$ cat src/rtl/delay_tap_crossfader_if.sv
// ---------------------------------------------------------------------------
// delay_tap_crossfader_if
//
// Bundles the tap-crossfader data/control signals so producer and consumer
// share one port.
//
//   ena       master -> slave   block enable
//   tap_in    master -> slave   NTAPS packed tap streams, tap t at [t*WIDTH +: WIDTH]
//   sel       master -> slave   requested tap index
//   out_data  slave  -> master  registered mixed sample
//   fading    slave  -> master  high while a crossfade is in progress
//   cur_tap   slave  -> master  tap currently selected (old tap while fading)
// ---------------------------------------------------------------------------
interface delay_tap_crossfader_if #(
    parameter int WIDTH = 8,
    parameter int NTAPS = 4
);
    logic                   ena;
    logic [NTAPS*WIDTH-1:0] tap_in;
    logic [1:0]             sel;
    logic [WIDTH-1:0]       out_data;
    logic                   fading;
    logic [1:0]             cur_tap;

    modport master (
        output ena, tap_in, sel,
        input  out_data, fading, cur_tap
    );

    modport slave (
        input  ena, tap_in, sel,
        output out_data, fading, cur_tap
    );
endinterface

$ cat src/rtl/delay_tap_crossfader.sv
// ---------------------------------------------------------------------------
// delay_tap_crossfader
//
// Takes every delayed tap stream in parallel and drives a single registered
// output. A change of the selected tap runs a linear crossfade over
// 2^FADE_LOG2 cycles instead of switching hard, so the output has no step.
//
// Ports:
//   clock  rising-edge clock
//   rst_n  asynchronous active-low reset
//   bus    delay_tap_crossfader_if.slave (ena, tap_in, sel in;
//          out_data, fading, cur_tap out)
// ---------------------------------------------------------------------------
module delay_tap_crossfader #(
    parameter int WIDTH     = 8,
    parameter int NTAPS     = 4,
    parameter int FADE_LOG2 = 4
) (
    input  logic                   clock,
    input  logic                   rst_n,
    delay_tap_crossfader_if.slave  bus
);

    localparam int SUM_W = WIDTH + FADE_LOG2;
    // Fade length L, held in FADE_LOG2+1 bits so that L - cnt never wraps.
    localparam logic [FADE_LOG2:0] FADE_LEN = {1'b1, {FADE_LOG2{1'b0}}};

    typedef enum logic {
        IDLE,
        FADE
    } state_t;

    state_t               state_q;
    logic [FADE_LOG2-1:0] cnt_q;
    logic [1:0]           sel_q;
    logic [1:0]           cur_tap_q;
    logic [1:0]           next_tap_q;
    logic [WIDTH-1:0]     out_q;
    logic                 fading_q;

    // Tap table padded to the full 2-bit selector range; missing taps read 0
    // so no index can fall outside the packed input vector.
    logic [WIDTH-1:0] taps [4];

    for (genvar t = 0; t < 4; t++) begin : g_tap
        if (t < NTAPS) begin : g_live
            assign taps[t] = bus.tap_in[t*WIDTH +: WIDTH];
        end else begin : g_pad
            assign taps[t] = '0;
        end
    end

    logic [WIDTH-1:0]     old_tap;
    logic [WIDTH-1:0]     new_tap;
    logic [FADE_LOG2:0]   w_old;
    logic [SUM_W:0]       prod_old;
    logic [SUM_W-1:0]     prod_new;
    logic [SUM_W-1:0]     fade_sum;
    logic [WIDTH-1:0]     mix;
    logic                 sel_valid;

    // NOTE: every signal assigned in always_comb gets a value on every path
    // (here unconditionally up front), otherwise synthesis infers a latch.
    always_comb begin
        old_tap   = taps[cur_tap_q];
        new_tap   = taps[next_tap_q];
        w_old     = FADE_LEN - {1'b0, cnt_q};
        prod_old  = (SUM_W+1)'(old_tap) * (SUM_W+1)'(w_old);
        prod_new  = SUM_W'(new_tap) * SUM_W'(cnt_q);
        // The weighted sum never exceeds (2^WIDTH-1)*L, so dropping the
        // extra carry bit loses nothing.
        fade_sum  = SUM_W'(prod_old + {1'b0, prod_new});
        sel_valid = int'(sel_q) < NTAPS;
        mix       = old_tap;
        if (state_q == FADE) begin
            // Truncating shift: no rounding of the blended sample.
            mix = WIDTH'(fade_sum >> FADE_LOG2);
        end
    end

    // NOTE: asynchronous reset reaches every flop here, including mid-fade,
    // so outputs clear immediately without waiting for a clock edge.
    always_ff @(posedge clock or negedge rst_n) begin
        if (!rst_n) begin
            state_q    <= IDLE;
            cnt_q      <= '0;
            sel_q      <= '0;
            cur_tap_q  <= '0;
            next_tap_q <= '0;
            out_q      <= '0;
            fading_q   <= 1'b0;
        end else if (bus.ena) begin
            // NOTE: sequential state uses non-blocking assignment so every
            // flop samples pre-edge values regardless of statement order.
            sel_q <= bus.sel;
            out_q <= mix;
            unique case (state_q)
                IDLE: begin
                    // Out-of-range selects are treated as no request.
                    if (sel_valid && (sel_q != cur_tap_q)) begin
                        next_tap_q <= sel_q;
                        cnt_q      <= '0;
                        state_q    <= FADE;
                        fading_q   <= 1'b1;
                    end
                end
                FADE: begin
                    // Select changes during a fade are not latched; the IDLE
                    // cycle that follows picks up any pending request.
                    if (cnt_q == '1) begin
                        cur_tap_q <= next_tap_q;
                        cnt_q     <= '0;
                        state_q   <= IDLE;
                        fading_q  <= 1'b0;
                    end else begin
                        cnt_q <= cnt_q + 1'b1;
                    end
                end
                default: begin
                    state_q  <= IDLE;
                    fading_q <= 1'b0;
                end
            endcase
        end else begin
            // Disabled: output forced to zero, FSM and sel_q frozen so the
            // fade resumes at the held count.
            out_q <= '0;
        end
    end

    assign bus.out_data = out_q;
    assign bus.fading   = fading_q;
    assign bus.cur_tap  = cur_tap_q;

endmodule
$ cat src/flat_wrapper.sv
// flat-port wrapper written by rule: the top's interface ports become plain ports
module delay_tap_crossfader_flat 
#(
    parameter int WIDTH     = 8,
    parameter int NTAPS     = 4,
    parameter int FADE_LOG2 = 4
)
  (clock, rst_n, bus_ena, bus_tap_in, bus_sel, bus_out_data, bus_fading, bus_cur_tap);
  delay_tap_crossfader_if #(.WIDTH(WIDTH), .NTAPS(NTAPS)) bus_i ();
  input  logic clock;
  input  logic rst_n;
  input wire logic [$bits(bus_i.ena)-1:0] bus_ena;
  input wire logic [$bits(bus_i.tap_in)-1:0] bus_tap_in;
  input wire logic [$bits(bus_i.sel)-1:0] bus_sel;
  output wire logic [$bits(bus_i.out_data)-1:0] bus_out_data;
  output wire logic [$bits(bus_i.fading)-1:0] bus_fading;
  output wire logic [$bits(bus_i.cur_tap)-1:0] bus_cur_tap;
  assign bus_i.ena = bus_ena;
  assign bus_i.tap_in = bus_tap_in;
  assign bus_i.sel = bus_sel;
  assign bus_out_data = bus_i.out_data;
  assign bus_fading = bus_i.fading;
  assign bus_cur_tap = bus_i.cur_tap;
  delay_tap_crossfader #(.WIDTH(WIDTH), .NTAPS(NTAPS), .FADE_LOG2(FADE_LOG2)) u_core (.clock(clock), .rst_n(rst_n), .bus(bus_i));
endmodule
$ cat config.mk
export PLATFORM = sky130hd
export DESIGN_NAME = delay_tap_crossfader_flat
export DESIGN_NICKNAME = d
export VERILOG_FILES = /design/src/rtl/delay_tap_crossfader_if.sv /design/src/rtl/delay_tap_crossfader.sv /design/src/flat_wrapper.sv
export SDC_FILE = /design/constraint.sdc
export NUM_CORES = 1
export LEC_CHECK = 0
export ABC_AREA = 1
export CAP_MARGIN = 20
export CORE_MARGIN = 2
export CORE_UTILIZATION = 50
export CTS_BUF_LIST = sky130_fd_sc_hd__clkbuf_8
export CTS_CLUSTER_DIAMETER = 50
export DETAILED_ROUTE_END_ITERATION = 7
export GPL_TIMING_DRIVEN = 0
export PLACE_DENSITY = 0.76
export SETUP_SLACK_MARGIN = 0.05
export SYNTH_ARGS = -nofsm -noshare
export SYNTH_HDL_FRONTEND = slang
export SYNTH_SLANG_ARGS = --single-unit
$ cat constraint.sdc
create_clock -name clock -period 4.7 [get_ports clock]
set_input_delay 0.94 -clock clock [delete_from_list [all_inputs] [get_ports clock]]
set_output_delay 0.94 -clock clock [all_outputs]
set_load 0.02 [all_outputs]
After elaboration in Yosys (flattened, before gate mapping). Index checks and enable logic that the tools add are counted.

Flip-flop bits (word level): 20. Input bits: 37. Output and inout port bits: 11. Word-level logic and storage cells: 42.

Add/subtract/negate cells: 3. Multiply operators: 2. Order comparisons: 2. Equality and inequality tests: 4. Muxes and demuxes: 17. Bitwise operators: 3. Reductions and logical operators: 4.

Operators with widths (count): $mux W8 (6); $bmux W8 S2 (2); $add A12 B12 Y12 (1); $mul A8 B4 Y12 (1); $mul A8 B5 Y12 (1); $reduce_and A3 Y1 (3); $mux W4 (2); $pmux W4 S2 (1); $ge A3 B3 Y1 const B (2); $not A2 Y3 (2); $sub A5 B4 Y5 const A (1); $add A4 B1 Y4 const B (1); $eq A4 B4 Y1 const B (1); $mux W1 (4); $pmux W1 S2 (2); $ne A2 B1 Y1 const B (1); $ne A2 B2 Y1 (1); $ne A2 B2 Y1 const B (1); $reduce_and A2 Y1 (1); $not A1 Y1 (1).

Logic depth before layout (Yosys ltp). Gate-level depths: netlist (run 1).

Word-level depth: 8. Mapped depth: 25. Depth with buffers taken out: 24.

Least setup slack after synthesis (run 1). No wires, ideal clock.

Path type: input -> register. From: in bus_tap_in[19]. To: reg u_core.out_q[7], in the netlist u_core.bus.out_data[7]. Library setup time: 0.117 ns. Arrival: 4.692 ns. Data required time: 4.583 ns. Slack: -0.109 ns. Stages on the path: 19. Path buffers: 0. Cell sequence: o21ai_0 > nor2_1 > a21oi_1 > nor2_1 > fa_1 > fa_1 > fa_1 > inv_1 > fa_1 > inv_1 > ha_1 > a21oi_1 > o21ai_1 > inv_1 > nor2_1 > nor3_1 > a21oi_1 > o21ai_1 > inv_1.

Longest elaborated chain between the ends: 7. Elaborated cells on any way between the ends: 11. Those cells by class: add/sub: 1; mul: 2; mux: 8.

Ends and longest elaborated chain: start, declared (RTL line flat_wrapper.sv:13) `input wire logic [$bits(bus_i.tap_in)-1:0] bus_tap_in;`; $bmux W8 S2, on equally long branches (RTL line delay_tap_crossfader.sv:65, delay_tap_crossfader.sv:66); $mux W8, on equally long branches (2 in a row) (RTL line delay_tap_crossfader.sv:65, delay_tap_crossfader.sv:66); $mul A8 B5 Y12 or $mul A8 B4 Y12 (tied branches) (RTL line delay_tap_crossfader.sv:68, delay_tap_crossfader.sv:69); $add A12 B12 Y12 (*) (RTL line delay_tap_crossfader.sv:72) `fade_sum = SUM_W'(prod_old + {1'b0, prod_new});`; $mux W8 (*) (RTL line delay_tap_crossfader.sv:75) `if (state_q == FADE) begin`; $mux W8 (*) (RTL line delay_tap_crossfader.sv:92) `end else if (bus.ena) begin`; end signal, assigned (RTL line delay_tap_crossfader.sv:96) `out_q <= mix;`; end, declared (RTL line delay_tap_crossfader.sv:38) `logic [WIDTH-1:0] out_q;`.

Every way passes the cells marked *; elsewhere a longest branch is shown, timed or not. The select of a mux whose other input is x is not followed. A chain may end at the register's enable or synchronous reset.

Worst setup path in the final report (run 1). Same ends and word-level chain as after synthesis.

==> results of run 1 <==
tightest hold or removal path, cell delays in order (launching register included):
cell	delay, ns
dfrtp_1	0.36
o21ai_0	0.09
nand2_1	0.06
flip-flops by register name, indices dropped and copies added (netlist names):
register	cells
u_core.cnt_q	4
u_core.sel_q	2
u_core.bus.cur_tap	2
u_core.state_q	1
u_core.bus.out_data	8
u_core.bus.fading	1
u_core.next_tap_q	2
routing by layer:
layer / global-route usage [%] / vias to the layer above / part of all wire, %
met3: 4.89 / 82 / 8.4
met2: 52.8 / 263 / 49
li1: - / 1798 / -
met1: 38.9 / 1969 / 35
met4: 10.4 / 0 / 6.9
met5: 0 / - / 0
kinds of logic after synthesis:
group | count (synthesis) | share of synthesized area [%]
XOR/XNOR | 8 | 1.94
adder cells (fa/ha/maj) | 71 | 34.4
flip-flops | 20 | 13.9
buffers and inverters | 119 | 12.9
AND/OR/NAND/NOR | 245 | 28.7
AO/OA/AOI/OAI | 57 | 8.24
synth_stat cells, drive strengths merged:
cell and n:
xor2 5, nor2 78, nand4 3, nand2 121, a21oi 23, dfrtp 20
a21boi 1, ha 24, buf 7, clkbuf 6, nor3 4, o21ai 32
inv 106, nor3b 1, nand3 38, o211ai 1, fa 47, xnor2 3
worst min path at each step:
| stage | from | to | slack (ns) | cells past startpoint |
|---|---|---|---|---|
| floorplan | u_core.sel_q[0] | u_core.sel_q[0] | 0.52 | 2 |
| CTS | u_core.bus.fading | u_core.bus.fading | 0.54 | 2 |
| finish | u_core.bus.fading | u_core.bus.fading | 0.55 | 2 |
| global placement | u_core.bus.fading | u_core.bus.fading | 0.51 | 2 |
| global route | u_core.bus.fading | u_core.bus.fading | 0.58 | 2 |
| detailed placement | u_core.bus.fading | u_core.bus.fading | 0.53 | 2 |
timing repair:
item	CTS	global route
gates resized for setup	185	99
setup endpoints to repair	8	8
setup buffers	36	20
pin swaps	99	88
per-stage QoR:
stage                     util [%]  hold slack [ns]  instances  setup WS [ns]
after global placement        61.8            0.512        662         -0.728
after global routing          76.8            0.584        721         -0.348
after floorplan                  -            0.525        520         0.0557
final                         76.8            0.550        721         -0.198
after CTS                     72.0            0.542        701         0.0509
after detailed placement      61.8            0.525        662         -0.808
cell type report:
| class | count | area share [%] |
|---|---|---|
| Clock buffer | 3 | 0.779 |
| Tap cell | 96 | 2.27 |
| Timing Repair Buffer | 101 | 15.4 |
| Inverter | 106 | 7.79 |
| Clock inverter | 1 | 0.566 |
| Buffer | 13 | 2.15 |
| Multi-Input combinational cell | 381 | 61.5 |
| Sequential cell | 20 | 9.53 |
==> results.py, run 1 <==
metrics = {
    "run_status": {
        "outcome": "complete, but fails checks",
        "violations": "negative setup slack",
    },
    "sta": {
        "hold_viol": 0,
        "relSlewSlack_pct": 34.9,
        "final-setup-viol-count": 5,
        "finalCriticalPeriod_ns": 4.90,
        "fin_ws_ns": -0.198,
        "worst_pin_slew_ns": 0.974,
        "skew_ns": 0.00293,
        "fmax_mhz": 204,
        "fin_crit_sh_pct": 104,
        "finalSetupTns_ns": -0.549,
        "rsz0062_at_grt": "true",
        "slew_violations": 0,
    },
    "worst_setup_path": {
        "cp-end-kind": "flop",
        "crit_type": "in -> reg",
        "cpPeakStageDelay_ns": 0.60,
        "r2r_cells": 20,
        "worst-endpoint-required_ns": 4.91,
        "critPathSlowestCell": "fa_1",
        "timing.rr.start": "u_core.next_tap_q[1]",
        "cp_num_buf_inv": 6,
        "cp_cell_sequence": "buf_2 -> o21ai_1 -> nor2_1 -> a21oi_2 -> buf_6 -> nor2_1 -> fa_1 -> fa_1 -> fa_1 -> inv_1 -> fa_1 -> inv_2 -> ha_4 -> nand2_4 -> nor3_4 -> nand4_1 -> buf_4 -> a21oi_2 -> o21ai_2 -> inv_1",
        "cp_top_family": "adder cells",
        "crit_end": "u_core.bus.out_data[7]",
        "startpoint": "bus_tap_in[19]",
        "r2r_end": "u_core.bus.out_data[7]",
        "path_max_fanout": 3,
        "path_depth": 20,
        "crit_top_cell": "fa_1",
        "rrSetupSlack_ns": -0.16,
        "start_kind": "input pin",
        "crit_arrival_ns": 5.11,
    },
    "worst_hold_path": {
        "hold_path.class": "reg -> reg",
    },
    "grt": {
        "grt_max_degree": 21,
        "grt_overflow": 0,
        "grt_pass1_wl_mm": 18.5,
        "antenna_found_initial": 0,
        "first_global_vias": 3946,
        "grt_usage_pct": 30.5,
    },
    "place": {
        "placed_cell_area_um2": 4270,
        "io_buffer_count": 46,
        "gp_congestion": 0.947,
        "hpwl_mm": 7.95,
    },
    "logic_synthesis": {
        "syn_inst": 520,
        "syn_area_per_cell_um2": 6.95,
        "synth_top_area_share_pct": 26.0,
        "synth.top_cells.by_area": "fa_1 (26%), dfrtp_1 (14%), nand2_1 (12%)",
        "synth.distinct_cells": 27,
        "yosys_warnings": 0,
        "synth-seq-cells": 20,
        "syn-cell-area_um2": 3610,
        "ys_seq_area_share_pct": 13.9,
        "synth_nets": 628,
        "yosys.area.top_type": "fa_1",
    },
    "layout": {
        "insertedDiodeCount": 0,
        "drive_gt1_share_pct": 41.4,
        "final_common_cell": "nand2_1",
        "seq_area_um2": 505,
        "nets": 734,
        "multi_input_area_um2": 3260,
        "final_cell_area_um2": 5300,
        "nFillCells": 471,
        "area_growth_pct": 46.8,
        "mostFrequentLayoutCells": "nand2_1 (88), inv_1 (70), nor2_1 (49), buf_4 (48), fa_1 (42)",
    },
    "drt": {
        "drc_errors": 0,
        "routed_wl_mm": 13.1,
        "dr.pass1.iters": 5,
        "viasPerCell": 5.70,
        "ant_nets": 0,
        "wire_per_inst_um": 18.2,
        "drt-initial-drc-count": 428,
        "via_count": 4112,
    },
    "floorplan": {
        "die_area_um2": 7920,
        "ioPinCount": 48,
        "die_x_um": 89.0,
        "rows": 30,
        "coreArea_um2": 6910,
        "fp.dieH_um": 89.0,
        "start_util_pct": 52.3,
    },
    "clock_network": {
        "cts_root_buffer": "clkbuf_8",
        "h-tree-depth": 1,
        "cts.path.max_buffers": 2,
        "postCtsHoldBufs": 0,
        "clk_pin_slew_ns": 0.08,
        "cts_tree": "yes",
        "clk_latency_ns": 0.27,
        "cts_buffers": 3,
        "clock_sinks": 20,
    },
    "flow_run": {
        "cap_violations": 0,
    },
}
Power of run 1 is left out: the tool's default activity adds up to more than one toggle a clock period on the data nets, which glitch-free logic cannot reach.
==> run 2: changes to the inputs <==
HOLD_SLACK_MARGIN = 0.08   (was default)
==> results of run 2 <==
Same layout as run 1: the final DEF is identical, and so are final timing and power.
Power of run 2 is left out for the same reason.
==> run 3: changes to the inputs <==
CAP_MARGIN = default   (was 20)
SLEW_MARGIN = 20   (was default)
==> results of run 3 <==
Same layout as run 1: the final DEF is identical, and so are final timing and power.
Power of run 3 is left out for the same reason.
